`config.mk`:
```
export PLATFORM = sky130hd
export DESIGN_NAME = fifo_ctrl_1r1w
export DESIGN_NICKNAME = d
export VERILOG_FILES = /design/src/rtl/fifo_ctrl_1r1w.sv
export SDC_FILE = /design/constraint.sdc
export NUM_CORES = 1
export LEC_CHECK = 0
export ABC_CLOCK_PERIOD_IN_PS = 2700
export CORE_UTILIZATION = 38
export CTS_CLUSTER_DIAMETER = 40
export CTS_CLUSTER_SIZE = 12
export DETAILED_ROUTE_END_ITERATION = 8
export HOLD_SLACK_MARGIN = 0.06
export PLACE_DENSITY_LB_ADDON = 0.08
export SYNTH_ARGS = -nofsm -noshare
export SYNTH_HDL_FRONTEND = slang
export SYNTH_SLANG_ARGS = --single-unit
```
`constraint.sdc`:
```
create_clock -name clk -period 2.7 [get_ports clk]
set_input_delay 0.81 -clock clk [delete_from_list [all_inputs] [get_ports clk]]
set_output_delay 0.81 -clock clk [all_outputs]
set_load 0.02 [all_outputs]
```
`src/rtl/fifo_ctrl_1r1w.sv`:
```
// Single-clock FIFO controller driving an external 1R1W memory: pointers, count, full/empty.
// Define FIFO_CTRL_BYPASS_EN for a same-cycle pass-through when the FIFO is empty.
module fifo_ctrl_1r1w #(
   parameter int p_num_entries = 8,
   parameter int p_bit_width   = 5,
   parameter int p_addr_width  = $clog2(p_num_entries),
   parameter int p_count_width = $clog2(p_num_entries + 1)
) (
   input  logic                     clk,
   input  logic                     reset,
   input  logic                     recv_val,
   output logic                     recv_rdy,
   input  logic [p_bit_width-1:0]   recv_msg,
   output logic                     send_val,
   input  logic                     send_rdy,
   output logic [p_bit_width-1:0]   send_msg,
   output logic                     mem_write_en,
   output logic [p_addr_width-1:0]  mem_write_addr,
   output logic [p_bit_width-1:0]   mem_write_data,
   output logic                     mem_read_en,
   output logic [p_addr_width-1:0]  mem_read_addr,
   input  logic [p_bit_width-1:0]   mem_read_data,
   output logic [p_count_width-1:0] count
);

   localparam logic [p_count_width-1:0] LP_FULL = p_count_width'(p_num_entries);
   localparam logic [p_addr_width-1:0]  LP_LAST = p_addr_width'(p_num_entries - 1);

   logic [p_addr_width-1:0]  r_wr_ptr;
   logic [p_addr_width-1:0]  r_rd_ptr;
   logic [p_count_width-1:0] r_count;
   logic                     w_full;
   logic                     w_empty;
   logic                     w_enq;
   logic                     w_deq;

   assign w_full  = (r_count == LP_FULL);
   assign w_empty = (r_count == '0);
   assign w_deq   = send_rdy & ~w_empty;

`ifdef FIFO_CTRL_BYPASS_EN
   logic w_bypass;
   // An empty FIFO hands the message straight through when downstream takes it.
   assign w_bypass = w_empty & recv_val & send_rdy;
   assign w_enq    = recv_val & ~w_full & ~w_bypass;
   assign send_val = ~w_empty | recv_val;
   assign send_msg = w_empty ? recv_msg : mem_read_data;
`else
   assign w_enq    = recv_val & ~w_full;
   assign send_val = ~w_empty;
   assign send_msg = mem_read_data;
`endif

   assign recv_rdy       = ~w_full;
   assign mem_write_en   = w_enq;
   assign mem_write_addr = r_wr_ptr;
   assign mem_write_data = recv_msg;
   assign mem_read_en    = ~w_empty;
   assign mem_read_addr  = r_rd_ptr;
   assign count          = r_count;

   always_ff @(posedge clk or posedge reset) begin
      if (reset) begin
         r_wr_ptr <= '0;
         r_rd_ptr <= '0;
         r_count  <= '0;
      end else begin
         // Explicit wrap so non-power-of-two depths work.
         if (w_enq)
            r_wr_ptr <= (r_wr_ptr == LP_LAST) ? '0 : r_wr_ptr + p_addr_width'(1);
         if (w_deq)
            r_rd_ptr <= (r_rd_ptr == LP_LAST) ? '0 : r_rd_ptr + p_addr_width'(1);
         if (w_enq && !w_deq)
            r_count <= r_count + p_count_width'(1);
         else if (!w_enq && w_deq)
            r_count <= r_count - p_count_width'(1);
      end
   end

`ifndef SYNTHESIS
   a_count_max:    assert property (@(posedge clk) disable iff (reset) r_count <= LP_FULL);
   a_no_enq_full:  assert property (@(posedge clk) disable iff (reset) !(w_enq && w_full));
   a_no_deq_empty: assert property (@(posedge clk) disable iff (reset) !(w_deq && w_empty));
`endif

endmodule

```
**After elaboration in Yosys (flattened, before gate mapping)**

Cells that the tools add are included.

- Flip-flop bits (word level): 10
- Input port bits: 14
- Output and inout port bits: 24
- Word-level logic and storage cells: 24

- $add $sub $neg: 4
- Eq/ne operators: 3
- Multiplexer cells: 4
- Bitwise operators: 4
- Reduce and logical (&&, ||, !) cells: 6

Operator list:

| cell | number |
|---|---|
| 4-bit two-way mux | 2 |
| 3-bit by 1-bit adder with 3-bit output (second input constant) | 2 |
| 3-bit equality test (second input constant) | 2 |
| 3-bit two-way mux | 2 |
| 4-bit by 1-bit adder with 4-bit output (second input constant) | 1 |
| 4-bit equality test (second input constant) | 1 |
| 4-bit zero test | 1 |
| 4-bit by 1-bit subtractor with 4-bit output (second input constant) | 1 |
| 1-bit bitwise AND | 2 |
| 1-bit logical AND | 2 |
| 1-bit zero test | 2 |
| 1-bit NOT | 2 |
| 2-bit nonzero test | 1 |

**Logic depth before layout (Yosys ltp)**

Gate-level depths: netlist of the first run.

- Depth in word-level cells: 7
- Depth in mapped cells: 9
- Depth with buffers taken out: 9

**Worst setup path before layout of the first run**

Ideal clock, no wire load.

- Kind: reg-to-reg
- Start: reg r_count[1] (netlist: count[1])
- End: reg r_count[3] (netlist: count[3])
- Setup time: 137 ps
- Arrival time: 2601 ps
- Data required time: 2563 ps
- Path slack: -39 ps
- Cell stages (with the launch flop): 10
- Buffers on the path: 0
- Clock period less this slack: 2739 ps
- Path through: dfrtp_1 -> or4b_4 -> nand2_4 -> inv_1 -> ha_1 -> inv_1 -> ha_1 -> or4_1 -> nand3_1 -> o221ai_1

- Word-level cells in the longest chain between the ends: 6
- Elaborated cells between the ends (all ways): 15
- Those cells by class: add/sub: 2; eq/ne: 1; mux: 2; bitwise: 4; reduce/logical: 6

Ends and longest elaborated chain:

| item | RTL line | source |
|---|---|---|
| start, declared | 31 | `logic [p_count_width-1:0] r_count;` |
| start signal, assigned | 74 | `r_count <= r_count + p_count_width'(1);` |
| start signal, assigned | 76 | `r_count <= r_count - p_count_width'(1);` |
| 4-bit equality test * | 37 | `assign w_full = (r_count == LP_FULL);` |
| 1-bit NOT * | -- |  |
| net recv_rdy | 12 | `output logic recv_rdy,` |
| 1-bit bitwise AND * | 49 | `assign w_enq = recv_val & ~w_full;` |
| net mem_write_en | 17 | `output logic mem_write_en,` |
| 1-bit zero test | 75 | `else if (!w_enq && w_deq)` |
| 1-bit logical AND | 75 |  |
| 2-bit nonzero test (no line) | -- |  |

Mark *: on every way through the listed nets, which the timed path passes. The rest lies on a longest branch. The select of a mux whose other input is x is not followed.
A chain may end at the register's enable or synchronous reset.

**Final worst setup path of the first run**

- Start: reg r_count[1] (netlist: count[1])
- End: out recv_rdy

- Word-level cells in the longest chain between the ends: 2

Ends and longest elaborated chain:

| item | RTL line | source |
|---|---|---|
| 4-bit equality test | 37 |  |
| 1-bit NOT | 54 | `assign recv_rdy = ~w_full;` |
| end, declared | 12 |  |

Every way passes these cells.

==> flow_summary_export.csv, run 1 <==
group,metric,value,unit
outcome,status,"completed",
clock_network,clock_path_buffers,2,
synthesis,synthArstFlopShare,100.0,%
timing,tightest_slew,0.3827,ns
setup_path,start_kind,"flip-flop",
hold_path,holdPathEnd,"mem_write_addr[1]",
synthesis,syn_area,725.7,um^2
synthesis,avgSynthCellArea,11.70,um^2
timing,final_max_slew_viol_count,0,
global_routing,top_usage_layer,"met2",
timing,fin_crit_sh,98.21,%
synthesis,yosysWarnings,0,
setup_path,cp_max_fo,6,
synthesis,yosys.area.top_type_share,34.48,%
global_routing,grt_overflow_total,0,
setup_path,crit_type,"reg2out",
clock_network,clock-root-buffer,"clkbuf_4",
job,cap_violations,0,
cells_and_area,fillers,181,
pwr,power.leakage,0.4304,nW
global_routing,grt_max_degree,11,
timing,tns,0,ns
cells_and_area,nets,102,
clock_network,cts_tree,"yes",
floorplanning,fp.dieH,45.70,um
setup_path,crit_required,1.89,ns
global_routing,grt_pass1_vias,461,
clock_network,numCtsBuffers,3,
route,via_count,499,
floorplanning,die_width,45.70,um
synthesis,synthFlopType,"dfrtp_1",
synthesis,synthTopCellsByCount,"buf_4 (11), dfrtp_1 (10), ha_1 (7), mux2_4 (6)",
floorplanning,ios,38,
timing,skew,0.006595,ns
setup_path,crit_arrival,1.84,ns
pwr,swShare,38.99,%
synthesis,syn_inst,62,
global_routing,grt_use_met1,15.61,%
global_routing,grt_first_pass_wirelength,1876,um
clock_network,ctsHoldBuffers,0,
pwr,internal_power,0.0007439,W
cells_and_area,drive_gt1_share,29.11,%
synthesis,ys_ff_latch,10,
cells_and_area,regArea,251.5,um^2
hold_path,holdPathStages,1,
synthesis,synth_edf_count,0,
clock_network,h-tree-depth,1,
synthesis,yosysMostFrequentCell,"buf_4",
route,drc,0,
global_routing,antenna_found_initial,0,
route,drt-pass1-iter-count,5,
cells_and_area,final_util,52.77,%
timing,rsz0062_at_grt,"false",
placed_design,portBuffers,17,
clock_network,post_cts.repair.setup_buffers,0,
route,drt-initial-drc-count,3,
setup_path,crit_start,"count[1]",
placed_design,hpwl,1020,um
pwr,ir_worst_vdd,0.6046,mV
clock_network,cts.clk_slew.worst_paths,0.07,ns
cells_and_area,syn_to_final_growth,28.28,%
hold_path,min_path_type,"reg2reg",
hold_path,hold_start,"mem_write_addr[1]",
route,via_per_inst,4.798,
floorplanning,initial_core_util,41.13,%
route,antenna_left,0,
timing,fmax,377.1,MHz
setup_path,r2r_cells,9,
setup_path,r2r-end,"count[3]",
global_routing,track_usage,12.98,%
placed_design,gp_congestion,0.6774,
timing,hold-worst-slack,0.5408,ns
route,routedWlPerCell,12.50,um
pwr,pwr-share-seq,25.9,%
synthesis,syn-num-nets,84,
pwr,power_frac_comb,65.3,%
clock_network,cts_num_sinks,10,
setup_path,endpoint_kind,"primary output",
cells_and_area,multi_input_area,376.6,um^2
setup_path,r2r_slack,0.24,ns
setup_path,timing.rr.start,"count[1]",
timing,fin_crit,2.652,ns
synthesis,yosysSeqAreaShare,34.48,%
clock_network,post_cts_resized,1,
floorplanning,core_area,1764,um^2
floorplanning,dieArea,2088,um^2
pwr,p_switching,0.0004754,W
timing,finalSetupViolations,0,
timing,hold_viol,0,
floorplanning,fp-row-count,15,
cells_and_area,antenna_cells,0,
synthesis,synth_top_cell_by_area,"dfrtp_1",
synthesis,yosys-top-cells-area,"dfrtp_1 (34%), mux2_4 (12%), ha_1 (12%)",
pwr,clockPowerShare,8.7,%
pwr,power_density,1310,nW/um^2
timing,relSlewSlack,74.46,%
synthesis,yosysUniqueCellTypes,24,
global_routing,met2_usage,20.86,%
clock_network,clk_latency,0.26,ns
route,routed_wl,1300,um
global_routing,use_met3,2.778,%
## worst max-delay path by stage
stage                     slack, ns      endpoint  cells past startpoint
after floorplan              0.0002      count[3]                      9
after global placement        -0.17  mem_write_en                      4
after detailed placement      -0.16  mem_write_en                      4
after CTS                     0.005      send_val                      2
after global routing       0.000003      recv_rdy                      2
final                          0.05      recv_rdy                      2
## power groups by stage
stage,Sequential [W],Combinational (W),Clock (W)
after global routing,0.000329,0.000864,0.000123
after floorplan,0.000410,0.000426,0
after global placement,0.000317,0.000798,0
after CTS,0.000318,0.000810,0.000113
after detailed placement,0.000321,0.000808,0
final,0.000316,0.000797,0.000106
## cell type report
class | instances | area share [%]
sequential | 10 | 27.02
clock buffer | 4 | 2.823
timing repair buffer | 25 | 25.13
tap | 25 | 3.360
inverter | 3 | 1.210
multi-input combinational | 37 | 40.46
## critical path: stages, from the launching register on
cell,delay (ns)
dfrtp_2,0.45
or4b_4,0.57
clkdlybuf4s50_1,0.56
## logic make-up after synthesis
kind of cell	after synthesis	share of synthesized area, %
buf+inv	15	13.62
simple gates	14	14.48
flops	10	34.48
mux	8	15.35
fa+ha+maj	8	14.83
compound gates	5	4.827
xor+xnor	2	2.414
## metal layers
| metal | wire length (um) | part of all wire [%] |
|---|---|---|
| met1 | 545 | 42 |
| met4 | 9 | 0.69 |
| met5 | 0 | 0 |
| met2 | 659 | 51 |
| met3 | 86 | 6.6 |
## registers in the layout, indices dropped and copies added (netlist names)
signal          cells
mem_read_addr       3
count               4
mem_write_addr      3
## placed cells by master (no fill, tap or decap), types with 2 or more instances in the layout
| cell type | instances |
|---|---|
| inv_1 | 3 |
| clkbuf_4 | 3 |
| mux2_4 | 6 |
| nand2_4 | 2 |
| dlymetal6s2s_1 | 2 |
| nand3b_1 | 2 |
| clkdlybuf4s50_1 | 14 |
| dfrtp_1 | 9 |
| nor2_1 | 2 |
| ha_1 | 7 |
| or3_1 | 3 |
| xnor2_1 | 2 |
| buf_4 | 8 |
## metrics by stage
step | power [W] | instance area [um^2] | setup slack [ns] | std cells
floorplan | 0.0008359 | 726.9 | 0.0001523 | 62
global route | 0.001316 | 930.9 | 0.000003109 | 104
finish | 0.001219 | 930.9 | 0.04836 | 104
CTS | 0.001242 | 925.9 | 0.005274 | 104
detailed placement | 0.001129 | 900.9 | -0.1614 | 100
global placement | 0.001115 | 900.9 | -0.1655 | 100
No activity file was read; power rests on OpenSTA's default activity.
==> run 2: changes to the inputs <==
--- a/config.mk
+++ b/config.mk
@@ -6,6 +6,7 @@
 export NUM_CORES = 1
 export LEC_CHECK = 0
 export ABC_CLOCK_PERIOD_IN_PS = 2700
+export CORE_MARGIN = 10
 export CORE_UTILIZATION = 38
 export CTS_CLUSTER_DIAMETER = 40
 export CTS_CLUSTER_SIZE = 12
==> run 2 against run 1 <==
  * Sequential share of layout area fell by 0.54 points
  * Largest cell class unchanged
  * Count of clock-buffer cells in the layout did not move
  * First-iteration DRC count rose to 4.0 times the previous value
  * Worst hold slack improved by 0.0024 ns
  * Worst setup slack improved by 0.057 ns
  * Critical path depth rose by 2
  * Non-clock buffer count rose by 4
  * Wire length rose by 22%
  * Power rose by 3.3%
  * Die area rose by 94%
  * Final cell count rose by 3.8%
==> flow_summary_export.csv, run 2 (synthesized netlist as in run 1, its figures left out) <==
group,metric,value,unit
route,via_per_inst,4.704,
hold_path,min_path_type,"reg2reg",
timing,fmax,385.5,MHz
timing,rsz0062_at_grt,"false",
timing,hold_viol,0,
timing,fin_crit_sh,96.09,%
global_routing,antenna_found_initial,0,
route,drt-pass1-iter-count,2,
timing,relSlewSlack,73.83,%
clock_network,post_cts.repair.setup_buffers,0,
pwr,finalPower,0.001259,W
cells_and_area,largest_reg_flops,4,
placed_design,hpwl,1318,um
clock_network,clk_latency,0.26,ns
route,drc,0,
pwr,power_density,1319,nW/um^2
global_routing,grt_overflow_total,0,
route,via_count,508,
cells_and_area,syn_to_final_growth,31.55,%
floorplanning,core_area,1764,um^2
clock_network,h-tree-depth,1,
cells_and_area,final_cell_mix,"clkdlybuf4s50_1 (14), buf_4 (12), dfrtp_1 (8), ha_1 (7), mux2_4 (6)",
placed_design,gp_congestion,0.6873,
route,antenna_left,0,
clock_network,clock-root-buffer,"clkbuf_4",
clock_network,cts_num_sinks,10,
job,cap_violations,0,
pwr,ir_worst_vdd,0.5606,mV
setup_path,timing.rr.start,"count[1]",
clock_network,cts_tree,"yes",
global_routing,grt_max_degree,11,
setup_path,crit_start,"recv_val",
setup_path,crit_type,"in2out",
floorplanning,fp.dieH,63.70,um
floorplanning,dieArea,4058,um^2
route,routed_wl,1587,um
global_routing,grt_first_pass_wirelength,2815,um
global_routing,grt_pass1_vias,546,
cells_and_area,final_common_cell,"clkdlybuf4s50_1",
cells_and_area,fin_area,954.7,um^2
timing,tns,0,ns
global_routing,track_usage,8.929,%
floorplanning,fp-row-count,15,
setup_path,crit_required,1.89,ns
clock_network,numCtsBuffers,3,
cells_and_area,drive_gt1_share,34.94,%
setup_path,endpoint_kind,"primary output",
timing,final_max_slew_viol_count,0,
timing,tightest_slew,0.3921,ns
timing,finalSetupViolations,0,
setup_path,start_kind,"input port",
floorplanning,ios,38,
placed_design,portBuffers,17,
route,routedWlPerCell,14.69,um
hold_path,hold_start,"mem_write_addr[1]",
cells_and_area,nets,106,
floorplanning,die_width,63.70,um
clock_network,ctsHoldBuffers,0,
setup_path,crit_arrival,1.78,ns
clock_network,clock_path_buffers,2,
floorplanning,initial_core_util,41.13,%
outcome,status,"completed",
setup_path,cp_max_fo,2,
placed_design,dpl_cell_area,930.9,um^2
route,drt-initial-drc-count,12,
clock_network,post_cts_resized,3,
clock_network,cts.clk_slew.worst_paths,0.06,ns
pwr,power.leakage,0.4425,nW
timing,fin_crit,2.594,ns
cells_and_area,antenna_cells,0,
timing,skew,0.005167,ns
==> run 2: cell types whose count changed in the layout (fill, tap and decap cells not counted), sizes merged <==
cell          change
buf               +4
dlygate4sd2       +2
dlymetal6s2s      -2
==> run 2: layout make-up <==
type                            count  area, um^2
Multi-Input combinational cell     37       376.6
Sequential cell                    10       252.7
Inverter                            3       11.26
Tap cell                           25       31.28
Clock buffer                        4       26.28
Fill cell                         171       809.5
Timing Repair Buffer               29       256.5
==> run 2: power breakdown <==
group / internal (W) / leakage, nW / switching (W)
Combinational: 0.000477 / 0.311 / 0.000374
Sequential: 0.000235 / 0.116 / 0.0000638
Clock: 0.0000571 / 0.0150 / 0.0000517
==> run 2: through the flow <==
step | hold WS [ns] | util (%) | cells | worst slack (ns)
global placement | 0.5204 | 52.77 | 104 | -0.1476
CTS | 0.5513 | 54.04 | 108 | 0.09037
finish | 0.5431 | 54.11 | 108 | 0.1057
detailed placement | 0.5356 | 52.77 | 104 | -0.1728
global route | 0.5787 | 54.11 | 108 | 0.02235
floorplan | 0.6475 | - | 62 | 0.0001523
==> run 2: final timing paths <==
check                           cells after the start  slack [ns]           endpoint
worst max-delay path                                4        0.11       mem_write_en
worst min-delay path                                1        0.54  mem_write_addr[1]
worst max register to register                     10        0.19           count[3]
worst min register to register                      1        0.54  mem_write_addr[1]
max in group asynchronous                           2        1.57           count[3]
min in group asynchronous                           2        0.83  mem_write_addr[0]
==> run 2: critical path: stages <==
cell and delay, ns:
clkdlybuf4s50_1 0.50, nand2_4 0.05, inv_1 0.08, dlygate4sd2_1 0.35
==> run 2: metal layers <==
metal	track usage [%]	routed length [um]	up-vias
met2	13.94	751	26
li1	-	-	249
met1	8.574	593	227
met4	7.650	51	0
met3	4.594	191	6
met5	0	0	-
